File: config.mk
export PLATFORM = sky130hd
export DESIGN_NAME = mem_arbiter_flat
export DESIGN_NICKNAME = d
export VERILOG_FILES = /design/src/rtl/mem_arbiter_if.sv /design/src/rtl/mem_arbiter.sv /design/src/flat_wrapper.sv
export SDC_FILE = /design/constraint.sdc
export NUM_CORES = 1
export LEC_CHECK = 0
export ABC_AREA = 1
export BUFFER_PORTS_ARGS = -buffer_cell sky130_fd_sc_hd__buf_2
export CAP_MARGIN = 20
export CORE_ASPECT_RATIO = 1.75
export CORE_MARGIN = 5
export CORE_UTILIZATION = 30
export DETAILED_ROUTE_END_ITERATION = 12
export SLEW_MARGIN = 20
export SYNTH_ARGS = -nofsm -noshare
export SYNTH_HDL_FRONTEND = slang
export SYNTH_SLANG_ARGS = --single-unit
File: constraint.sdc
create_clock -name clk -period 3.57 [get_ports clk]
set_input_delay 0.357 -clock clk [delete_from_list [all_inputs] [get_ports clk]]
set_output_delay 0.357 -clock clk [all_outputs]
set_load 0.02 [all_outputs]
File: src/rtl/mem_arbiter_if.sv
`default_nettype none
// mem_arbiter_if: requester (IF/DM), halt control and memory-side signals of mem_arbiter.
// slave is the arbiter's view; master is the environment's view.
interface mem_arbiter_if;
   logic        if_req;
   logic [15:0] if_addr;
   logic        if_done;
   logic [15:0] if_rdata;
   logic        if_stall;
   logic        dm_req;
   logic        dm_wr;
   logic [15:0] dm_addr;
   logic [15:0] dm_wdata;
   logic        dm_done;
   logic [15:0] dm_rdata;
   logic        dm_stall;
   logic        halt;
   logic        halted;
   logic        mem_en;
   logic        mem_wr;
   logic [15:0] mem_addr;
   logic [15:0] mem_wdata;
   logic [15:0] mem_rdata;
   logic        mem_dump;

   modport slave (
      input  if_req, if_addr, dm_req, dm_wr, dm_addr, dm_wdata, halt, mem_rdata,
      output if_done, if_rdata, if_stall, dm_done, dm_rdata, dm_stall, halted,
             mem_en, mem_wr, mem_addr, mem_wdata, mem_dump
   );

   modport master (
      output if_req, if_addr, dm_req, dm_wr, dm_addr, dm_wdata, halt, mem_rdata,
      input  if_done, if_rdata, if_stall, dm_done, dm_rdata, dm_stall, halted,
             mem_en, mem_wr, mem_addr, mem_wdata, mem_dump
   );
endinterface
`default_nettype wire

File: src/rtl/mem_arbiter.sv
`default_nettype none
// mem_arbiter: shares one single-port memory between IF and DM with fixed DM priority,
// an IF starvation guard, fixed-latency sequencing, and drain-then-dump on halt.
module mem_arbiter #(
   parameter int LATENCY    = 2,
   parameter int STARVE_MAX = 4
) (
   input  logic         clk,
   input  logic         rst,
   mem_arbiter_if.slave bus
);
   localparam int CNT_W = $clog2(LATENCY + 1);
   localparam int STV_W = $clog2(STARVE_MAX + 1);
   localparam logic [CNT_W-1:0] C_LAT = CNT_W'(LATENCY);
   localparam logic [STV_W-1:0] C_STV = STV_W'(STARVE_MAX);

   typedef enum logic [2:0] {S_IDLE, S_WAIT, S_RESP, S_DUMP, S_HALTED} state_t;
   typedef enum logic [1:0] {G_NONE, G_IF, G_DM} grant_t;

   state_t           state_q, state_d;
   grant_t           grant_q, grant_d;
   logic             wr_q, wr_d;
   logic [CNT_W-1:0] cnt_q, cnt_d;
   logic [STV_W-1:0] starve_q, starve_d;
   logic [15:0]      if_rdata_q, if_rdata_d;
   logic [15:0]      dm_rdata_q, dm_rdata_d;

   always_comb begin
      state_d       = state_q;
      grant_d       = grant_q;
      wr_d          = wr_q;
      cnt_d         = cnt_q;
      starve_d      = starve_q;
      if_rdata_d    = if_rdata_q;
      dm_rdata_d    = dm_rdata_q;
      bus.mem_en    = 1'b0;
      bus.mem_wr    = 1'b0;
      bus.mem_addr  = '0;
      bus.mem_wdata = '0;
      bus.mem_dump  = 1'b0;
      bus.if_done   = 1'b0;
      bus.dm_done   = 1'b0;
      unique case (state_q)
         S_IDLE: begin
            if (bus.halt) begin
               state_d = S_DUMP;
            end else if (bus.dm_req && !(starve_q == C_STV && bus.if_req)) begin
               bus.mem_en    = 1'b1;
               bus.mem_wr    = bus.dm_wr;
               bus.mem_addr  = bus.dm_addr;
               bus.mem_wdata = bus.dm_wr ? bus.dm_wdata : 16'h0000;
               grant_d       = G_DM;
               wr_d          = bus.dm_wr;
               cnt_d         = CNT_W'(1);
               state_d       = S_WAIT;
               if (bus.if_req && starve_q != C_STV) begin
                  starve_d = starve_q + 1'b1;
               end
            end else if (bus.if_req) begin
               bus.mem_en   = 1'b1;
               bus.mem_addr = bus.if_addr;
               grant_d      = G_IF;
               wr_d         = 1'b0;
               cnt_d        = CNT_W'(1);
               starve_d     = '0;
               state_d      = S_WAIT;
            end
         end
         S_WAIT: begin
            // mem_rdata is only valid in the cycle the count reaches the latency
            if (cnt_q == C_LAT) begin
               if (grant_q == G_IF) begin
                  if_rdata_d = bus.mem_rdata;
               end else if (grant_q == G_DM && !wr_q) begin
                  dm_rdata_d = bus.mem_rdata;
               end
               state_d = S_RESP;
            end else begin
               cnt_d = cnt_q + 1'b1;
            end
         end
         S_RESP: begin
            bus.if_done = (grant_q == G_IF);
            bus.dm_done = (grant_q == G_DM);
            grant_d     = G_NONE;
            state_d     = bus.halt ? S_DUMP : S_IDLE;
         end
         S_DUMP: begin
            bus.mem_dump = 1'b1;
            state_d      = S_HALTED;
         end
         S_HALTED: begin
            state_d = S_HALTED;
         end
         default: begin
            state_d = S_IDLE;
         end
      endcase
   end

   always_ff @(posedge clk) begin
      if (rst) begin
         state_q    <= S_IDLE;
         grant_q    <= G_NONE;
         wr_q       <= 1'b0;
         cnt_q      <= '0;
         starve_q   <= '0;
         if_rdata_q <= '0;
         dm_rdata_q <= '0;
      end else begin
         state_q    <= state_d;
         grant_q    <= grant_d;
         wr_q       <= wr_d;
         cnt_q      <= cnt_d;
         starve_q   <= starve_d;
         if_rdata_q <= if_rdata_d;
         dm_rdata_q <= dm_rdata_d;
      end
   end

   assign bus.if_rdata = if_rdata_q;
   assign bus.dm_rdata = dm_rdata_q;
   assign bus.if_stall = bus.if_req & ~bus.if_done;
   assign bus.dm_stall = bus.dm_req & ~bus.dm_done;
   assign bus.halted   = (state_q == S_HALTED);
endmodule
`default_nettype wire
File: src/flat_wrapper.sv
// flat-port wrapper written by rule: the top's interface ports become plain ports
module mem_arbiter_flat 
#(
   parameter int LATENCY    = 2,
   parameter int STARVE_MAX = 4
)
  (clk, rst, bus_if_req, bus_if_addr, bus_dm_req, bus_dm_wr, bus_dm_addr, bus_dm_wdata, bus_halt, bus_mem_rdata, bus_if_done, bus_if_rdata, bus_if_stall, bus_dm_done, bus_dm_rdata, bus_dm_stall, bus_halted, bus_mem_en, bus_mem_wr, bus_mem_addr, bus_mem_wdata, bus_mem_dump);
  mem_arbiter_if bus_i ();
  input  logic clk;
  input  logic rst;
  input wire logic [$bits(bus_i.if_req)-1:0] bus_if_req;
  input wire logic [$bits(bus_i.if_addr)-1:0] bus_if_addr;
  input wire logic [$bits(bus_i.dm_req)-1:0] bus_dm_req;
  input wire logic [$bits(bus_i.dm_wr)-1:0] bus_dm_wr;
  input wire logic [$bits(bus_i.dm_addr)-1:0] bus_dm_addr;
  input wire logic [$bits(bus_i.dm_wdata)-1:0] bus_dm_wdata;
  input wire logic [$bits(bus_i.halt)-1:0] bus_halt;
  input wire logic [$bits(bus_i.mem_rdata)-1:0] bus_mem_rdata;
  output wire logic [$bits(bus_i.if_done)-1:0] bus_if_done;
  output wire logic [$bits(bus_i.if_rdata)-1:0] bus_if_rdata;
  output wire logic [$bits(bus_i.if_stall)-1:0] bus_if_stall;
  output wire logic [$bits(bus_i.dm_done)-1:0] bus_dm_done;
  output wire logic [$bits(bus_i.dm_rdata)-1:0] bus_dm_rdata;
  output wire logic [$bits(bus_i.dm_stall)-1:0] bus_dm_stall;
  output wire logic [$bits(bus_i.halted)-1:0] bus_halted;
  output wire logic [$bits(bus_i.mem_en)-1:0] bus_mem_en;
  output wire logic [$bits(bus_i.mem_wr)-1:0] bus_mem_wr;
  output wire logic [$bits(bus_i.mem_addr)-1:0] bus_mem_addr;
  output wire logic [$bits(bus_i.mem_wdata)-1:0] bus_mem_wdata;
  output wire logic [$bits(bus_i.mem_dump)-1:0] bus_mem_dump;
  assign bus_i.if_req = bus_if_req;
  assign bus_i.if_addr = bus_if_addr;
  assign bus_i.dm_req = bus_dm_req;
  assign bus_i.dm_wr = bus_dm_wr;
  assign bus_i.dm_addr = bus_dm_addr;
  assign bus_i.dm_wdata = bus_dm_wdata;
  assign bus_i.halt = bus_halt;
  assign bus_i.mem_rdata = bus_mem_rdata;
  assign bus_if_done = bus_i.if_done;
  assign bus_if_rdata = bus_i.if_rdata;
  assign bus_if_stall = bus_i.if_stall;
  assign bus_dm_done = bus_i.dm_done;
  assign bus_dm_rdata = bus_i.dm_rdata;
  assign bus_dm_stall = bus_i.dm_stall;
  assign bus_halted = bus_i.halted;
  assign bus_mem_en = bus_i.mem_en;
  assign bus_mem_wr = bus_i.mem_wr;
  assign bus_mem_addr = bus_i.mem_addr;
  assign bus_mem_wdata = bus_i.mem_wdata;
  assign bus_mem_dump = bus_i.mem_dump;
  mem_arbiter #(.LATENCY(LATENCY), .STARVE_MAX(STARVE_MAX)) u_core (.clk(clk), .rst(rst), .bus(bus_i));
endmodule
Yosys cells after proc, flatten, opt, wreduce, memory -nomap -nowiden
Cells that the tools add are included.
Word-level totals
  register bits: 43
  input port bits: 70
  output and inout port bits: 72
  logic and storage cells: 85
Cells by class
  add/sub/neg operators: 2
  eq/ne operators: 15
  multiplexer cells: 37
  bitwise gates (word level): 6
  reduce and logical (&&, ||, !) cells: 18
Operators by type and width (number)
  $mux W16: 8
  $mux W3: 7
  $mux W2: 7
  $mux W1: 12
  $pmux W3 S4: 1
  $reduce_and A4 Y1: 3
  $reduce_and A3 Y1: 3
  $pmux W2 S2: 2
  $eq A3 B2 Y1 const B: 2
  $eq A3 B3 Y1 const B: 2
  $ne A2 B2 Y1 const B: 3
  $reduce_bool A2 Y1: 3
  $eq A2 B2 Y1 const B: 2
  $logic_and A1 B1 Y1: 4
  $ne A4 B3 Y1 const B: 1
  $not A1 Y1: 4
  $add A3 B1 Y3 const B: 1
  $eq A3 B1 Y1 const B: 1
  $logic_not A3 Y1: 1
  $ne A3 B2 Y1 const B: 1
  $ne A3 B3 Y1 const B: 1
  $add A2 B1 Y2 const B: 1
  $and A1 B1 Y1: 2
  $eq A2 B1 Y1 const B: 1
  other kinds (4): 5

Longest topological paths before layout
  word-level depth: 7
  gate-level depth with buffers: 9
  depth with buffers taken out: 7

Worst setup path after synthesis
OpenSTA, ideal clock, no wires.
  path type: register -> output
  from: reg u_core.starve_q[0]
  to: out bus_mem_addr[10]
  data arrival time: 1493 ps
  data required time: 3213 ps
  setup slack: 1720 ps
  stages on the path, launching flop included: 9
  path buffers: 1
  cell sequence: dfxtp_1 -> inv_1 -> ha_1 -> nand3_1 -> nand2_1 -> inv_2 -> buf_2 -> a21oi_1 -> nor2_1
Between the ends
  cells in the longest elaborated chain, start to end: 7
RTL lines
  start, declared: line mem_arbiter.sv:24  | logic [STV_W-1:0] starve_q, starve_d;
  start signal, assigned: line mem_arbiter.sv:115  | starve_q <= starve_d;
  $eq A3 B3 Y1: line mem_arbiter.sv:47  | end else if (bus.dm_req && !(starve_q == C_STV && bus.if_req)) begin
  $logic_and A1 B1 Y1: line mem_arbiter.sv:47
  $logic_not A1 Y1: line mem_arbiter.sv:47
  $logic_and A1 B1 Y1: line mem_arbiter.sv:47
  $mux W16: line mem_arbiter.sv:47
  $mux W16: line mem_arbiter.sv:45  | if (bus.halt) begin
  $mux W16: line mem_arbiter.sv:43  | unique case (state_q)
  end, declared: line flat_wrapper.sv:28  | output wire logic [$bits(bus_i.mem_addr)-1:0] bus_mem_addr;
No other way between the ends.

Worst setup path in the final report
  from: reg u_core.starve_q[0]
  to: out bus_mem_wdata[4]
Between the ends
  cells in the longest elaborated chain, start to end: 7
RTL lines
  $eq A3 B3 Y1: line mem_arbiter.sv:47
  $logic_and A1 B1 Y1: line mem_arbiter.sv:47
  $logic_not A1 Y1: line mem_arbiter.sv:47
  $logic_and A1 B1 Y1: line mem_arbiter.sv:47
  $mux W16: line mem_arbiter.sv:47
  $mux W16: line mem_arbiter.sv:45
  $mux W16: line mem_arbiter.sv:43
  end, declared: line flat_wrapper.sv:29  | output wire logic [$bits(bus_i.mem_wdata)-1:0] bus_mem_wdata;
No other way between the ends.

==> flow_summary_export.csv <==
group,metric,value,unit
global_route,track_usage,15.19,%
drt,vias,2841,
synthesis,syn_avg_cell_area,6.331,um2
synthesis,syn_area,0.002419,mm2
drt,drtIter0Drc,101,
timing,hold_violations,0,
place,dp.cells,593,
drt,detail_route.drc_violations,0,
timing,min_period,2.626,ns
clock_network,cts_root_buf,"clkbuf_16",
clock_network,cts_buffer_depth,2,
die,die_height,128.8,um
setup_path,critPathLaunchType,"flop",
synthesis,yosys_warnings,0,
run_status,status,"completed",
drt,ant_nets,0,
drt,drt-met1-wl,2787,um
place,dp_slack,1.235,ns
layout,fillers,832,
layout,final_common_cell,"buf_2",
place,gp_congestion,0.8259,
layout,final-instance-count-excl-fill,600,
layout,n_antenna_cell,0,
synthesis,synth_sequential_area_ratio,35.59,%
power_and_ir_drop,power_leakage,1.802,nW
clock_network,clkSinkCount,43,
timing,maxSlewHeadroom,26.58,%
flow_run,cap_violations,0,
drt,via_per_inst,4.735,
synthesis,yosys_register_bits,43,
worst_hold_path,min_from,"rst",
setup_path,rrSetupSlack,1.29,ns
power_and_ir_drop,peakVddDrop,0.2174,mV
clock_network,cts_tree,"yes",
layout,drive_above_1_share,31.57,%
setup_path,timing.rr.start,"u_core.cnt_q[0]$_SDFFE_PP0P_",
drt,drtPass1Iterations,6,
drt,drt-total-wl,7904,um
die,die_area,0.01003,mm2
clock_network,post-cts-setup-buffer-count,0,
clock_network,cts.repair.resized,0,
timing,holdWs,0.3399,ns
timing,setup_viol,0,
setup_path,crit_fanout,19,
place,place.port_buffers,141,
timing,worst_slew_pin_slew,1.100,ns
setup_path,rr_worst_depth,7,
die,row_count,43,
timing,fin_skew,0.002647,ns
drt,dr_wl_met2,4063,um
layout,multiInputGateArea,0.001247,mm2
layout,nNetsFinal,583,
clock_network,cts_buffers,5,
worst_hold_path,min_path_cells,2,
global_route,grt_max_degree,38,
timing,fin_setup_tns,0,ns
global_route,antenna_found_initial,0,
timing,rsz0062_at_grt,"no",
timing,drv_slew,0,
clock_network,insertion_delay,0.28,ns
synthesis,synth_top_area_cell,"dfxtp_1",
timing,fin_ws,0.9440,ns
clock_network,clk_pin_slew,0.06,ns
worst_hold_path,hold_path_end,"u_core.grant_q[1]$_SDFFE_PP0P_",
setup_path,arrival,2.27,ns
synthesis,yosysUniqueCellTypes,23,
drt,top_layer,"met4",
setup_path,crit_path_end_kind,"primary output",
die,io_pins,142,
synthesis,synth_area_leaders,"dfxtp_1 36%, nor2_1 17%, nand2_1 9.0%",
synthesis,synth_fp_nets,455,
setup_path,timing_worst_setup_path_type,"flop to primary output",
global_route,grt_pass1_wl,12470,um
timing,fmax,380.8,MHz
layout,layout_common_cells,"141 x buf_2, 110 x nor2_1, 58 x nand2_1, 47 x inv_1, 43 x dfxtp_1",
global_route,grt_pass1_vias,2799,
synthesis,syn_inst,382,
setup_path,r2r_end,"u_core.bus.dm_rdata[0]$_SDFFE_PP0P_",
synthesis,yosysTopAreaCellShare,35.59,%
layout,regArea,860.8,um2
die,core_area,0.007909,mm2
worst_hold_path,worstHoldPathType,"input port to flop",
setup_path,cp.required,3.21,ns
clock_network,htree_levels,2,
setup_path,max_stage_delay,0.39,ns
layout,synthToLayoutAreaGrowth,35.64,%
drt,met3_length,789,um
drt,wire_per_inst,13.17,um
global_route,overflow,0,
clock_network,cts.hold.buffers_added,0,
place,hpwlAfterDp,6435,um
power_and_ir_drop,power_density,408.0,mW/mm2
die,start_util,30.58,%
die,fp.dieW,77.88,um
setup_path,crit_chain,"inv_1, ha_1, nand3_1, nand2_1, inv_2, nand3_4, nor2_1, buf_2",
setup_path,cp_slowest_cell,"inv_2",
timing,finalCritPeriodShare,73.56,%
==> flip-flops by register name (all words and copies together), names as in the netlist <==
signal / cells
u_core.wr_q: 1
u_core.cnt_q: 2
u_core.grant_q: 2
u_core.starve_q: 3
u_core.bus.if_rdata: 16
u_core.state_q: 3
u_core.bus.dm_rdata: 16
==> final cells by class <==
class	instances	area share (%)
Sequential cell	43	26.24
Multi-Input combinational cell	267	38.02
Timing Repair Buffer	141	21.51
Clock inverter	1	0.9153
Tap cell	90	3.432
Inverter	52	5.950
Clock buffer	6	3.928
==> synthesized netlist by cell type <==
cell type and n:
clkbuf_1 2, nor2_4 5, a21oi_1 22, dfxtp_1 43, nand4_1 34, nor2_1 110
buf_4 2, nand3_1 9, o21ai_0 17, nand2_1 58, nand3_4 1, inv_1 47
buf_6 3, nor3_1 3, o211ai_1 1, inv_2 5, buf_1 5, o21a_1 1
nand3_2 1, ha_1 3, nor2_2 1, buf_2 8, nand2_2 1
==> cells by family after synthesis <==
group	count (synthesis)	synth area share, %
simple gates	223	41.33
buf+inv	72	12.83
flops	43	35.59
compound gates	41	8.692
fa+ha+maj	3	1.552
==> layer usage <==
layer | vias to the layer above | global-route usage [%]
met4 | 0 | 6.781
met2 | 141 | 28.66
met5 | - | 0
li1 | 1463 | -
met1 | 1221 | 15.36
met3 | 16 | 3.711
==> worst max path at each step <==
stage	from	end	cells past startpoint
floorplan	u_core.starve_q[0]$_SDFFE_PP0P_	bus_mem_addr[10]	8
finish	u_core.starve_q[0]$_SDFFE_PP0P_	bus_mem_wdata[4]	8
global placement	bus_if_req	bus_mem_wdata[0]	7
global route	u_core.starve_q[0]$_SDFFE_PP0P_	bus_mem_wdata[4]	8
detailed placement	bus_if_req	bus_mem_wdata[4]	7
CTS	u_core.starve_q[0]$_SDFFE_PP0P_	bus_mem_wdata[4]	8
==> metrics by stage <==
stage / power, mW / instance area (um2) / util [%]
floorplan: 0.7499 / 2419 / -
global placement: 0.8474 / 3122 / 39.47
detailed placement: 0.8521 / 3122 / 39.47
CTS: 1.350 / 3281 / 41.48
global route: 1.410 / 3281 / 41.48
finish: 1.338 / 3281 / 41.48
==> critical path: cells and delay by family (launching register included) <==
kind | cells | cell delay (ns)
simple gates | 4 | 0.77
buf+inv | 3 | 0.65
flops | 1 | 0.37
fa+ha+maj | 1 | 0.20
==> power breakdown <==
group | switching, mW | internal, mW | total, mW
clock network | 0.172 | 0.326 | 0.498
logic | 0.219 | 0.106 | 0.324
registers | 0.0200 | 0.496 | 0.516
Power figures use the tool's default switching activity.
